<file path="config.mk">
export PLATFORM = sky130hd
export DESIGN_NAME = led_matrix_scan
export DESIGN_NICKNAME = d
export VERILOG_FILES = /design/src/rtl/lr5_pkg.sv /design/src/rtl/led_matrix_scan_ce_gen.sv /design/src/rtl/led_matrix_scan.sv
export SDC_FILE = /design/constraint.sdc
export NUM_CORES = 1
export LEC_CHECK = 0
export BUFFER_PORTS_ARGS = -buffer_cell sky130_fd_sc_hd__buf_4
export CAP_MARGIN = 25
export CELL_PAD_IN_SITES_DETAIL_PLACEMENT = 0
export CELL_PAD_IN_SITES_GLOBAL_PLACEMENT = 1
export CORE_ASPECT_RATIO = 0.7
export CORE_MARGIN = 2
export CORE_UTILIZATION = 41
export DETAILED_ROUTE_END_ITERATION = 16
export GPL_TIMING_DRIVEN = 0
export PLACE_DENSITY_LB_ADDON = 0.08
export SLEW_MARGIN = 20
export SYNTH_ARGS = -nofsm -noshare
export SYNTH_HDL_FRONTEND = slang
export SYNTH_HIERARCHICAL = 1
export SYNTH_SLANG_ARGS = --single-unit
</file>
<file path="constraint.sdc">
create_clock -name clk -period 2.2 [get_ports clk]
set_input_delay 0.44 -clock clk [delete_from_list [all_inputs] [get_ports clk]]
set_output_delay 0.44 -clock clk [all_outputs]
set_load 0.02 [all_outputs]
</file>
<file path="src/rtl/lr5_pkg.sv">
// lr5_pkg: shared matrix geometry, scan state encoding and clock-enable helpers
package lr5_pkg;

  localparam int ROWS    = 8;
  localparam int COLS    = 8;
  localparam int FRAME_W = ROWS * COLS;

  typedef enum logic {
    BLANK = 1'b0,
    DRIVE = 1'b1
  } state_e;

  function automatic int ce_div(input int clk_ref, input int clk_ce);
    return clk_ref / clk_ce;
  endfunction

  function automatic int ce_width(input int clk_ref, input int clk_ce);
    return (ce_div(clk_ref, clk_ce) > 1) ? $clog2(ce_div(clk_ref, clk_ce)) : 1;
  endfunction

endpackage

</file>
<file path="src/rtl/led_matrix_scan_ce_gen.sv">
// ce_gen: free-running prescaler producing a one-cycle clock enable at CLK_CE
module ce_gen
  import lr5_pkg::*;
#(
  parameter int CLK_REF = 48_000_000,
  parameter int CLK_CE  = 1_000_000
) (
  input  logic clk,
  input  logic btnCpuReset,
  output logic ce
);

  localparam int DIV = ce_div(CLK_REF, CLK_CE);
  localparam int W   = ce_width(CLK_REF, CLK_CE);

  if (CLK_REF % CLK_CE != 0) begin : g_bad_ratio
    $error("ce_gen: CLK_REF must be an exact multiple of CLK_CE");
  end

  logic [W-1:0] count_q, count_d;

  assign ce = (count_q == W'(DIV - 1));

  // Count 0..DIV-1 and wrap on the enable cycle
  always_comb begin
    count_d = ce ? '0 : count_q + 1'b1;
  end

  // Prescaler register
  always_ff @(posedge clk or negedge btnCpuReset) begin
    if (!btnCpuReset) count_q <= '0;
    else              count_q <= count_d;
  end

endmodule

</file>
<file path="src/rtl/led_matrix_scan.sv">
// led_matrix_scan: row-multiplexed 8x8 LED driver with double-buffered frames
module led_matrix_scan
  import lr5_pkg::*;
#(
  parameter int CLK_REF  = 48_000_000,
  parameter int CLK_CE   = 1_000_000,
  parameter int DWELL_CE = 4,
  parameter int BLANK_CE = 1
) (
  input  logic               clk,
  input  logic               btnCpuReset,
  input  logic [FRAME_W-1:0] frame_data,
  input  logic               frame_valid,
  output logic [ROWS-1:0]    STRING,
  output logic [COLS-1:0]    COLUMN,
  output logic               frame_start,
  output logic               frame_pending
);

  localparam int RW = $clog2(ROWS);
  localparam int TW = $clog2((DWELL_CE > BLANK_CE ? DWELL_CE : BLANK_CE) + 1);

  if (BLANK_CE < 1) begin : g_bad_blank
    $error("led_matrix_scan: BLANK_CE must be at least 1");
  end

  logic               tick, last, boundary;
  state_e             state_q, state_d;
  logic [RW-1:0]      row_q, row_d;
  logic [TW-1:0]      tcnt_q, tcnt_d;
  logic [FRAME_W-1:0] active_q, active_d, shadow_q, shadow_d;
  logic               pending_q, pending_d;
  logic [ROWS-1:0]    string_q, string_d;
  logic [COLS-1:0]    column_q, column_d;
  logic               frame_start_q, frame_start_d;

  ce_gen #(.CLK_REF(CLK_REF), .CLK_CE(CLK_CE)) u_ce (
    .clk        (clk),
    .btnCpuReset(btnCpuReset),
    .ce         (tick)
  );

  assign STRING        = string_q;
  assign COLUMN        = column_q;
  assign frame_start   = frame_start_q;
  assign frame_pending = pending_q;

  // Scan FSM, frame buffer swap and registered output decode
  always_comb begin
    state_d  = state_q;
    row_d    = row_q;
    tcnt_d   = tcnt_q;
    active_d = active_q;
    shadow_d = shadow_q;
    pending_d = pending_q;
    last = (state_q == BLANK) ? (tcnt_q == TW'(BLANK_CE - 1)) : (tcnt_q == TW'(DWELL_CE - 1));
    if (tick) begin
      if (last) begin
        tcnt_d  = '0;
        state_d = (state_q == BLANK) ? DRIVE : BLANK;
        row_d   = (state_q == DRIVE) ? row_q + 1'b1 : row_q;
      end else begin
        tcnt_d = tcnt_q + 1'b1;
      end
    end
    boundary = tick && last && (state_q == DRIVE) && (row_q == RW'(ROWS - 1));
    if (frame_valid) begin
      shadow_d  = frame_data;
      pending_d = !boundary;
      active_d  = boundary ? frame_data : active_q;
    end else if (boundary && pending_q) begin
      active_d  = shadow_q;
      pending_d = 1'b0;
    end
    string_d      = (state_d == DRIVE) ? (ROWS'(1) << row_d) : '0;
    column_d      = (state_d == DRIVE) ? ~active_d[row_d*COLS +: COLS] : '1;
    frame_start_d = boundary;
  end

  // State, buffer and output registers
  always_ff @(posedge clk or negedge btnCpuReset) begin
    if (!btnCpuReset) begin
      state_q       <= BLANK;
      row_q         <= '0;
      tcnt_q        <= '0;
      active_q      <= '0;
      shadow_q      <= '0;
      pending_q     <= 1'b0;
      string_q      <= '0;
      column_q      <= '1;
      frame_start_q <= 1'b0;
    end else begin
      state_q       <= state_d;
      row_q         <= row_d;
      tcnt_q        <= tcnt_d;
      active_q      <= active_d;
      shadow_q      <= shadow_d;
      pending_q     <= pending_d;
      string_q      <= string_d;
      column_q      <= column_d;
      frame_start_q <= frame_start_d;
    end
  end

endmodule

</file>
==> flow_summary.ini, run 1 <==
[sta]
maxSlewViolCount = 0
holdWs_ns = 0.233
fin_crit_sh_pct = 115
setup_ws_ns = -0.323
skew_ns = 0.00778
setup_viol = 11
hold_viol = 0
period_needed_ns = 2.52
rsz0062_at_grt = true
setup_tns_ns = -2.50
fmax_ghz = 0.396
max_slew_margin_pct = 53.7
worst_pin_slew_ns = 0.695

[clock_tree]
clk_pin_slew_worst_paths_ns = 0.06
cts_tree = done
clock_sinks = 159
clockBufferDepth = 2
clk_latency_ns = 0.43
cts_made_buffers = 17
htree_levels = 4
cts-root-buf = clkbuf_16

[logic_synthesis]
yosysTopAreaCell = dfrtp_1
synth_edf_count = 0
synth_area_leaders = dfrtp_1 (52%), a32oi_1 (7.4%), mux2_2 (6.3%), nand3_1 (5.4%), nand2_1 (5.2%)
yosys_warnings = 6
synth_top_area_share_pct = 51.7
synth-async-reset-ratio_pct = 100
syn_area_mm2 = 0.00732
synth_nets = 776
yosysUniqueCellTypes = 54
synth_seq_cells = 159
ys_seq_area_share_pct = 54.5
synth_ff_type = dfrtp_1
syn_area_per_cell_um2 = 10.4
synth_cells = 703

[detailed_routing]
vias = 6538
detail_route.vias_per_cell = 5.95
final_antenna_net_count = 0
dr.pass1.iters = 5
wirelength_um = 24900
wire_per_inst_um = 22.6
drtIter0Drc = 537
drc = 0

[floorplan]
die_area_mm2 = 0.0189
core_area_mm2 = 0.0173
die_h_um = 116
initial_core_util_pct = 42.2
num_rows = 40
die_w_um = 164
ios = 85

[global_route]
grtUsageMet1_pct = 39.0
grt_pass1_wl_um = 38000
grt_pass1_vias = 6620
top_usage_layer = met2
grt_util_all_layers_pct = 27.2
met3_usage_pct = 6.76
antenna_found_initial = 0
grt_util_met2_pct = 41.4
overflow = 0
grt_max_degree = 87

[status]
violations = negative setup slack
status = finished with violations

[finish]
nets = 928
nFillCells = 1450
drive_gt1_share_pct = 38.9
area_growth_pct = 37.0

[critical_path]
critPathKind = reg -> reg
cp.arrival_ns = 2.88
cp_cell_sequence = ha_4 -> nand3_4 -> nor3b_4 -> buf_6 -> nand4_4 -> clkinv_4 -> buf_12 -> buf_12 -> clkbuf_16 -> nand3_1 -> nand3_1 -> o22ai_1 -> nor3_1 -> nor2_1
crit_path_top_delay_cell = dfrtp_1
critPathLaunchType = register
endpoint_kind = register
cp_max_fo = 5
cpPeakStageDelay_ns = 0.39
required_ns = 2.56

[hold_path]
hold_path_class = in -> reg

[pwr]
irDropWorstVdd_v = 0.000365
cellPowerDensity_mw_per_mm2 = 654
leakage_nw = 4.28
p_total_w = 0.00656

[placed_design]
gp_congestion = 0.827
dp_hpwl_um = 16300
portBuffers = 83

[run]
cap_violations = 0
[routing by layer]
layer	share of wire (%)	routed length (um)	vias to the layer above
met4	1.6	397	0
li1	-	-	2878
met3	7.7	1920	28
met5	0	0	-
met1	46	11300	3369
met2	45	11200	263
[final cells by class]
class / instances / area, um2 / area share [%]
inverter: 36 / 143 / 1.42
multi-input combinational: 454 / 3390 / 33.8
clock buffer: 20 / 457 / 4.56
buffer: 52 / 437 / 4.36
timing repair inverter: 1 / 8.76 / 0.0874
antenna: 1 / 2.50 / 0.0250
tap: 231 / 289 / 2.88
timing repair buffer: 134 / 1170 / 11.7
clock inverter: 10 / 138 / 1.37
sequential: 159 / 3990 / 39.8
[through the flow]
step                      utilization, %  setup slack [ns]  cells  area (um2)
after global routing                57.9            -0.410   1097       10000
after CTS                           56.4            -0.299   1084        9770
final                               57.9            -0.323   1098       10000
after global placement              47.7            -0.774   1017        8270
after floorplan                        -         0.0000677    703        7350
after detailed placement            47.9            -0.830   1018        8300
[state kept, by name, summed over array words and instances, names as in the netlist]
register / count
active_q: 64
shadow_q: 64
COLUMN: 8
STRING: 8
u_ce/count_q: 6
row_q: 3
tcnt_q: 3
frame_pending: 1
frame_start: 1
state_q: 1
[layout by cell type, fill, tap and decap left out, types with 23 or more instances in the layout]
cell type and n:
o21ai_0 29, a32oi_1 58, nand3_1 46, nand3_2 31
o211ai_1 23, inv_1 32, buf_4 117, nand2_1 99
dfrtp_1 148, mux2_2 40, nor2_1 24
[kinds of logic (layout without fill, tap and decap cells)]
group                      count (synthesis)  in the layout  synth area share (%)
buffers and inverters                     90            253                  5.35
and+or+nand+nor                          235            235                  14.6
xor gates and xnor gates                   3              3                 0.616
DFF                                      159            159                  54.5
AOI/OAI and AO/OA                        161            161                  16.4
adders and majority gates                  6              6                  1.03
other                                      0              1                     0
muxes                                     49             49                  7.44
[synthesized netlist by cell type (4+ instances only)]
| cell type | instances |
|---|---|
| nor3_1 | 4 |
| o211ai_1 | 23 |
| buf_2 | 17 |
| o21ai_1 | 5 |
| o22ai_1 | 16 |
| dfstp_2 | 8 |
| nand2b_1 | 6 |
| buf_4 | 6 |
| dfrtp_1 | 151 |
| clkbuf_1 | 27 |
| a32oi_1 | 62 |
| inv_1 | 32 |
| mux2_2 | 41 |
| nor2_1 | 30 |
| o21ai_0 | 29 |
| mux2i_1 | 6 |
| nand3_1 | 79 |
| ha_1 | 6 |
| o2111ai_1 | 5 |
| nand2_1 | 101 |
| a21oi_1 | 5 |
[what timing repair did]
| item | in CTS | in global routing |
|---|---|---|
| cloned | 5 | 2 |
| pin swaps | 49 | 33 |
| endpoints found under the hold margin | 0 | 1 |
| setup endpoints to repair | 78 | 52 |
| hold buffers | 0 | 1 |
| gates resized for setup | 129 | 37 |
| setup buffers | 32 | 12 |
[power by group]
group | total [W] | leakage (nW) | internal [W] | switching (W)
logic | 0.000407 | 2.28 | 0.000176 | 0.000231
registers | 0.00310 | 1.71 | 0.00304 | 0.0000636
clock network | 0.00305 | 0.288 | 0.00183 | 0.00122
[critical path: cells and delay by family (launching register included)]
family	cells	cell delay [ns]
flip-flops	1	0.39
AND/OR/NAND/NOR	7	1.05
adder cells (fa/ha/maj)	1	0.17
AO/OA/AOI/OAI	1	0.10
buffers and inverters	5	0.72
[path summary, 6_finish.rpt]
path,start,slack [ns],end,depth (start not counted)
worst max register to register,u_ce/count_q[1],-0.32,COLUMN[4],14
worst min register to register,active_q[23],0.51,active_q[23],2
worst max-delay path,u_ce/count_q[1],-0.32,COLUMN[4],14
worst min-delay path,frame_data[3],0.23,shadow_q[3],3
min in group asynchronous,btnCpuReset,0.55,u_ce/count_q[1],2
max in group asynchronous,btnCpuReset,0.79,COLUMN[1],3
Note: power is estimated with default switching activity, not from simulation.
==> run 2, diff against run 1 <==
--- a/config.mk
+++ b/config.mk
@@ -6,12 +6,12 @@
 export NUM_CORES = 1
 export LEC_CHECK = 0
 export BUFFER_PORTS_ARGS = -buffer_cell sky130_fd_sc_hd__buf_4
-export CAP_MARGIN = 25
+export CAP_MARGIN = 20
 export CELL_PAD_IN_SITES_DETAIL_PLACEMENT = 0
 export CELL_PAD_IN_SITES_GLOBAL_PLACEMENT = 1
 export CORE_ASPECT_RATIO = 0.7
 export CORE_MARGIN = 2
-export CORE_UTILIZATION = 41
+export CORE_UTILIZATION = 33
 export DETAILED_ROUTE_END_ITERATION = 16
 export GPL_TIMING_DRIVEN = 0
 export PLACE_DENSITY_LB_ADDON = 0.08
==> constraint.sdc (replaced) <==
create_clock -name clk -period 2.2 [get_ports clk]
set_input_delay 0.44 -clock clk [delete_from_list [all_inputs] [get_ports clk]]
set_output_delay 0.44 -clock clk [all_outputs]
set_load 0.05 [all_outputs]
==> run 2 against run 1 <==
The flow still finishes with violations (negative setup slack). Wire length is 5.9% higher. First-iteration DRC count fell by 20%. Die area increased by 23%. Worst hold slack lost 0.0021 ns. Largest cell class unchanged.
==> flow_summary.ini, run 2 (synthesis gave the netlist of run 1 again) <==
[status]
status = finished with violations
violations = negative setup slack

[clock_tree]
cts_tree = done
clockBufferDepth = 2
clk_pin_slew_worst_paths_ns = 0.07
clock_sinks = 159
clk_latency_ns = 0.44
cts-root-buf = clkbuf_16
htree_levels = 4
cts_made_buffers = 17

[sta]
setup_ws_ns = -0.340
fin_crit_sh_pct = 115
max_slew_margin_pct = 47.8
fmax_ghz = 0.394
setup_viol = 17
skew_ns = 0.00703
maxSlewViolCount = 0
period_needed_ns = 2.54
rsz0062_at_grt = true
hold_viol = 0
worst_pin_slew_ns = 0.783

[floorplan]
ios = 85
die_h_um = 129
initial_core_util_pct = 33.7
core_area_mm2 = 0.0217
die_w_um = 182
num_rows = 45
die_area_mm2 = 0.0234

[critical_path]
critPathLaunchType = register
rr_startpoint = u_ce/count_q[1]
crit_start = u_ce/count_q[1]
required_ns = 2.55
critPathKind = reg -> reg
endpoint_kind = register
cp_max_fo = 10
cp.arrival_ns = 2.89

[placed_design]
dp_hpwl_um = 17400
placed_cell_area_mm2 = 0.00836
dp_slack_ns = -0.884
portBuffers = 83
gp_congestion = 0.812

[global_route]
antenna_found_initial = 0
overflow = 0
grt_max_degree = 97
grt_util_all_layers_pct = 22.7
grt_pass1_vias = 6403
grt_pass1_wl_um = 39100

[pwr]
cellPowerDensity_mw_per_mm2 = 641
leakage_nw = 4.25
irDropWorstVdd_v = 0.000541

[finish]
area_growth_pct = 39.0
nets = 918
mostFrequentLayoutCell = dfrtp_1
layout.cell_area.non_filler_mm2 = 0.0102
nFillCells = 2014
drive_gt1_share_pct = 39.7
diodes = 0
final_cell_mix = dfrtp_1 (148), buf_4 (108), nand2_1 (93), a32oi_1 (60), mux2_2 (41)
largestRegisters = active_q x64, shadow_q x64

[detailed_routing]
detail_route.vias_per_cell = 5.58
vias = 6357
wire_per_inst_um = 23.1
wirelength_um = 26300
drc = 0
final_antenna_net_count = 0
dr.pass1.iters = 5
drtIter0Drc = 429

[hold_path]
hp-start = frame_data[11]
hold_path_class = in -> reg

[run]
cap_violations = 0
[run 2: cell types whose count changed in the layout (fill, tap and decap cells not counted), sizes merged]
cell      previous run  this run
inv                 37        36
clkinvlp             2         4
diode                1         0
bufinv               3         2
bufbuf               1         0
clkbuf              47        48
clkinv               5         8
buf                157       146
[run 2: layer usage]
layer / share of wire [%] / track usage (%) / vias up
met2: 45 / 33.9 / 189
met5: 0 / 0 / -
met3: 6.6 / 5.52 / 15
met1: 48 / 33.3 / 3283
li1: - / - / 2870
met4: 0.78 / 5.22 / 0
[run 2: critical path, cell delays in order, from the launching register on]
cell	delay, ns
dfrtp_1	0.39
ha_4	0.16
nand3_4	0.09
nor3b_4	0.24
buf_6	0.16
nand4_4	0.25
clkinv_8	0.19
buf_8	0.17
nand3_1	0.09
nand3_1	0.14
mux2i_1	0.09
mux2i_2	0.31
o221ai_2	0.15
[run 2: worst paths after layout]
kind	to	slack, ns	depth (start not counted)
worst max-delay path	COLUMN[7]	-0.34	12
worst min-delay path	shadow_q[11]	0.23	3
worst max register to register	COLUMN[7]	-0.34	12
worst min register to register	shadow_q[37]	0.51	1
max in group asynchronous	active_q[20]	0.78	3
min in group asynchronous	u_ce/count_q[1]	0.52	2
[run 2: repair_timing]
action | CTS | global route
gates resized for setup | 95 | 94
pin swaps | 27 | 50
hold endpoints to repair | 60 | 0
gates cloned | 3 | 4
endpoints found under the setup margin | 82 | 68
hold buffers | 1 | 0
buffers inserted | 17 | 18
[run 2: power breakdown]
group / switching (W) / internal (W) / total, W
sequential: 0.0000631 / 0.00304 / 0.00310
combinational: 0.000239 / 0.000177 / 0.000417
clock: 0.00127 / 0.00173 / 0.00300
[run 2: stage by stage]
step	setup TNS (ns)	hold WS (ns)	total power [W]	cells	utilization (%)
floorplan	0	0.144	0.00330	703	-
global placement	-58.14	0.448	0.00353	1068	38.3
detailed placement	-32.86	0.423	0.00356	1069	38.5
CTS	-2.64	0.221	0.00656	1121	43.9
global route	-5.63	0.241	0.00675	1140	46.8
finish	-2.80	0.231	0.00652	1140	46.8
[run 2: area by class of cell]
| cell class | count | area, um2 | share of cell area, % |
|---|---|---|---|
| well taps | 282 | 353 | 3.47 |
| clock buffers | 19 | 453 | 4.45 |
| repair inverters | 1 | 6.26 | 0.0615 |
| clock inverters | 13 | 140 | 1.38 |
| repair buffers | 124 | 1110 | 10.9 |
| inverters | 36 | 150 | 1.48 |
| flip-flops and latches | 159 | 3990 | 39.3 |
| multi-input cells | 454 | 3520 | 34.6 |
| plain buffers | 52 | 449 | 4.42 |
==> run 3, diff against run 2 <==
--- a/config.mk
+++ b/config.mk
@@ -15,6 +15,7 @@
 export DETAILED_ROUTE_END_ITERATION = 16
 export GPL_TIMING_DRIVEN = 0
 export PLACE_DENSITY_LB_ADDON = 0.08
+export SKIP_LAST_GASP = 1
 export SLEW_MARGIN = 20
 export SYNTH_ARGS = -nofsm -noshare
 export SYNTH_HDL_FRONTEND = slang
==> constraint.sdc (replaced) <==
create_clock -name clk -period 2.26 [get_ports clk]
set_input_delay 0.452 -clock clk [delete_from_list [all_inputs] [get_ports clk]]
set_output_delay 0.452 -clock clk [all_outputs]
set_load 0.05 [all_outputs]
==> run 3 against run 2 <==
Critical endpoint unchanged. Sequential cell count did not move. Sequential share of layout area up 1.6 points. The run ends with negative hold slack, negative setup slack left. Die area did not move. Final area fell by 3.9%. Cell count down 0.88%. Power fell by 4.9%. Critical path depth unchanged.
==> flow_summary.ini, run 3 (synthesis gave the netlist of run 1 again) <==
[finish]
largestRegisters = active_q x64, shadow_q x64
mostFrequentLayoutCell = dfrtp_1
area_growth_pct = 33.6
diodes = 0
nFillCells = 2037
nets = 908
final_cell_mix = dfrtp_1 (150), buf_4 (111), nand2_1 (98), a32oi_1 (61), nand3_1 (45)
drive_gt1_share_pct = 36.6

[hold_path]
hold_path_class = in -> async

[critical_path]
critPathLaunchType = register
critPathKind = reg -> reg
rr_worst_depth = 12
required_ns = 2.60
endpoint_kind = register
rr_startpoint = u_ce/count_q[0]
cp.arrival_ns = 2.86
reg2reg_slack_ns = -0.26
cp_max_fo = 10
r2r_end = COLUMN[7]

[detailed_routing]
wire_per_inst_um = 22.8
dr.pass1.iters = 5
wirelength_um = 25800
final_antenna_net_count = 0
drc = 0
detail_route.vias_per_cell = 5.61
vias = 6336
drtIter0Drc = 401

[sta]
skew_ns = 0.00777
fmax_ghz = 0.397
setup_ws_ns = -0.259
period_needed_ns = 2.52
holdWs_ns = -0.0195
fin_crit_sh_pct = 111
setup_viol = 10
rsz0062_at_grt = true
hold_viol = 9
max_slew_margin_pct = 52.4
maxSlewViolCount = 0
setup_tns_ns = -1.83
worst_pin_slew_ns = 0.715

[pwr]
p_total_w = 0.00620
irDropWorstVdd_v = 0.000413
leakage_nw = 4.14
cellPowerDensity_mw_per_mm2 = 634

[floorplan]
die_w_um = 182
die_h_um = 129
die_area_mm2 = 0.0234
ios = 85
num_rows = 45
core_area_mm2 = 0.0217
initial_core_util_pct = 33.7

[placed_design]
gp_congestion = 0.781
dp_hpwl_um = 17400
portBuffers = 83

[clock_tree]
clock_sinks = 159
clk_pin_slew_worst_paths_ns = 0.07
clockBufferDepth = 2
clk_latency_ns = 0.43
cts-root-buf = clkbuf_16
cts_tree = done
cts_made_buffers = 17
htree_levels = 4

[global_route]
overflow = 0
grt_util_all_layers_pct = 22.6
grt_pass1_vias = 6480
grt_pass1_wl_um = 39400
antenna_found_initial = 0
grt_max_degree = 82

[status]
status = finished with violations
violations = negative hold slack, negative setup slack

[run]
cap_violations = 0
-- run 3: cell type report --
class	instances	area, um2	area share [%]
Buffer	53	430	4.40
Timing Repair inverter	1	6.26	0.0640
Clock buffer	18	439	4.49
Clock inverter	14	123	1.25
Sequential cell	159	3990	40.8
Tap cell	282	353	3.61
Inverter	36	145	1.48
Multi-Input combinational cell	454	3340	34.1
Timing Repair Buffer	113	952	9.74
-- run 3: per-layer routing --
metal  share of wire, %  routed length, um  up-vias  GRT usage [%]
met1                 49              12500     3288           33.0
met2                 45              11600      182           35.1
met4               0.78                201        0           3.80
li1                   -                  -     2846              -
met5                  0                  0        -              0
met3                5.5               1410       20           5.15
-- run 3: power breakdown --
group          internal [W]  switching (W)  leakage [nW]
Combinational      0.000170       0.000226          2.15
Clock               0.00147        0.00131         0.270
Sequential          0.00296      0.0000597          1.72
Total               0.00460        0.00160          4.14
-- run 3: worst max path at each step --
stage / from / endpoint / slack, ns / cells past startpoint
final: u_ce/count_q[0] / COLUMN[7] / -0.26 / 12
after global placement: u_ce/count_q[0] / COLUMN[0] / -0.76 / 12
after CTS: u_ce/count_q[0] / COLUMN[1] / -0.28 / 13
after detailed placement: u_ce/count_q[0] / COLUMN[3] / -0.76 / 12
after floorplan: u_ce/count_q[0] / COLUMN[2] / 0.0004 / 12
after global routing: u_ce/count_q[0] / COLUMN[6] / -0.37 / 12
-- run 3: timing repair --
action                     in CTS  in global routing
setup buffers                  16                  9
gates cloned                    4                  1
setup endpoints to repair      77                 20
hold buffers                    0                  0
resized for setup             116                 26
pin swaps                      32                 25
-- run 3: worst max-delay path: stages (launching register included) --
cell,delay (ns)
dfrtp_1,0.39
ha_4,0.17
nand3_4,0.08
nor3b_4,0.22
buf_6,0.15
nand4_4,0.23
inv_8,0.20
buf_8,0.18
nand3_1,0.12
nand3_2,0.15
mux2i_1,0.09
mux2i_2,0.29
o221ai_2,0.15
-- run 3: per-stage QoR --
| stage | setup slack (ns) | instance area, um2 | utilization [%] | hold slack (ns) | instances |
|---|---|---|---|---|---|
| 2_1_floorplan | 0.000418 | 7330 | - | 0.156 | 703 |
| 4_1_cts | -0.277 | 9570 | 44.0 | 0.0320 | 1120 |
| 6_report | -0.259 | 9780 | 45.0 | -0.0195 | 1130 |
| 5_1_grt | -0.365 | 9780 | 45.0 | 0.0591 | 1130 |
| 3_5_place_dp | -0.756 | 8340 | 38.4 | 0.467 | 1069 |
| 3_3_place_gp | -0.758 | 8310 | 38.2 | 0.450 | 1068 |
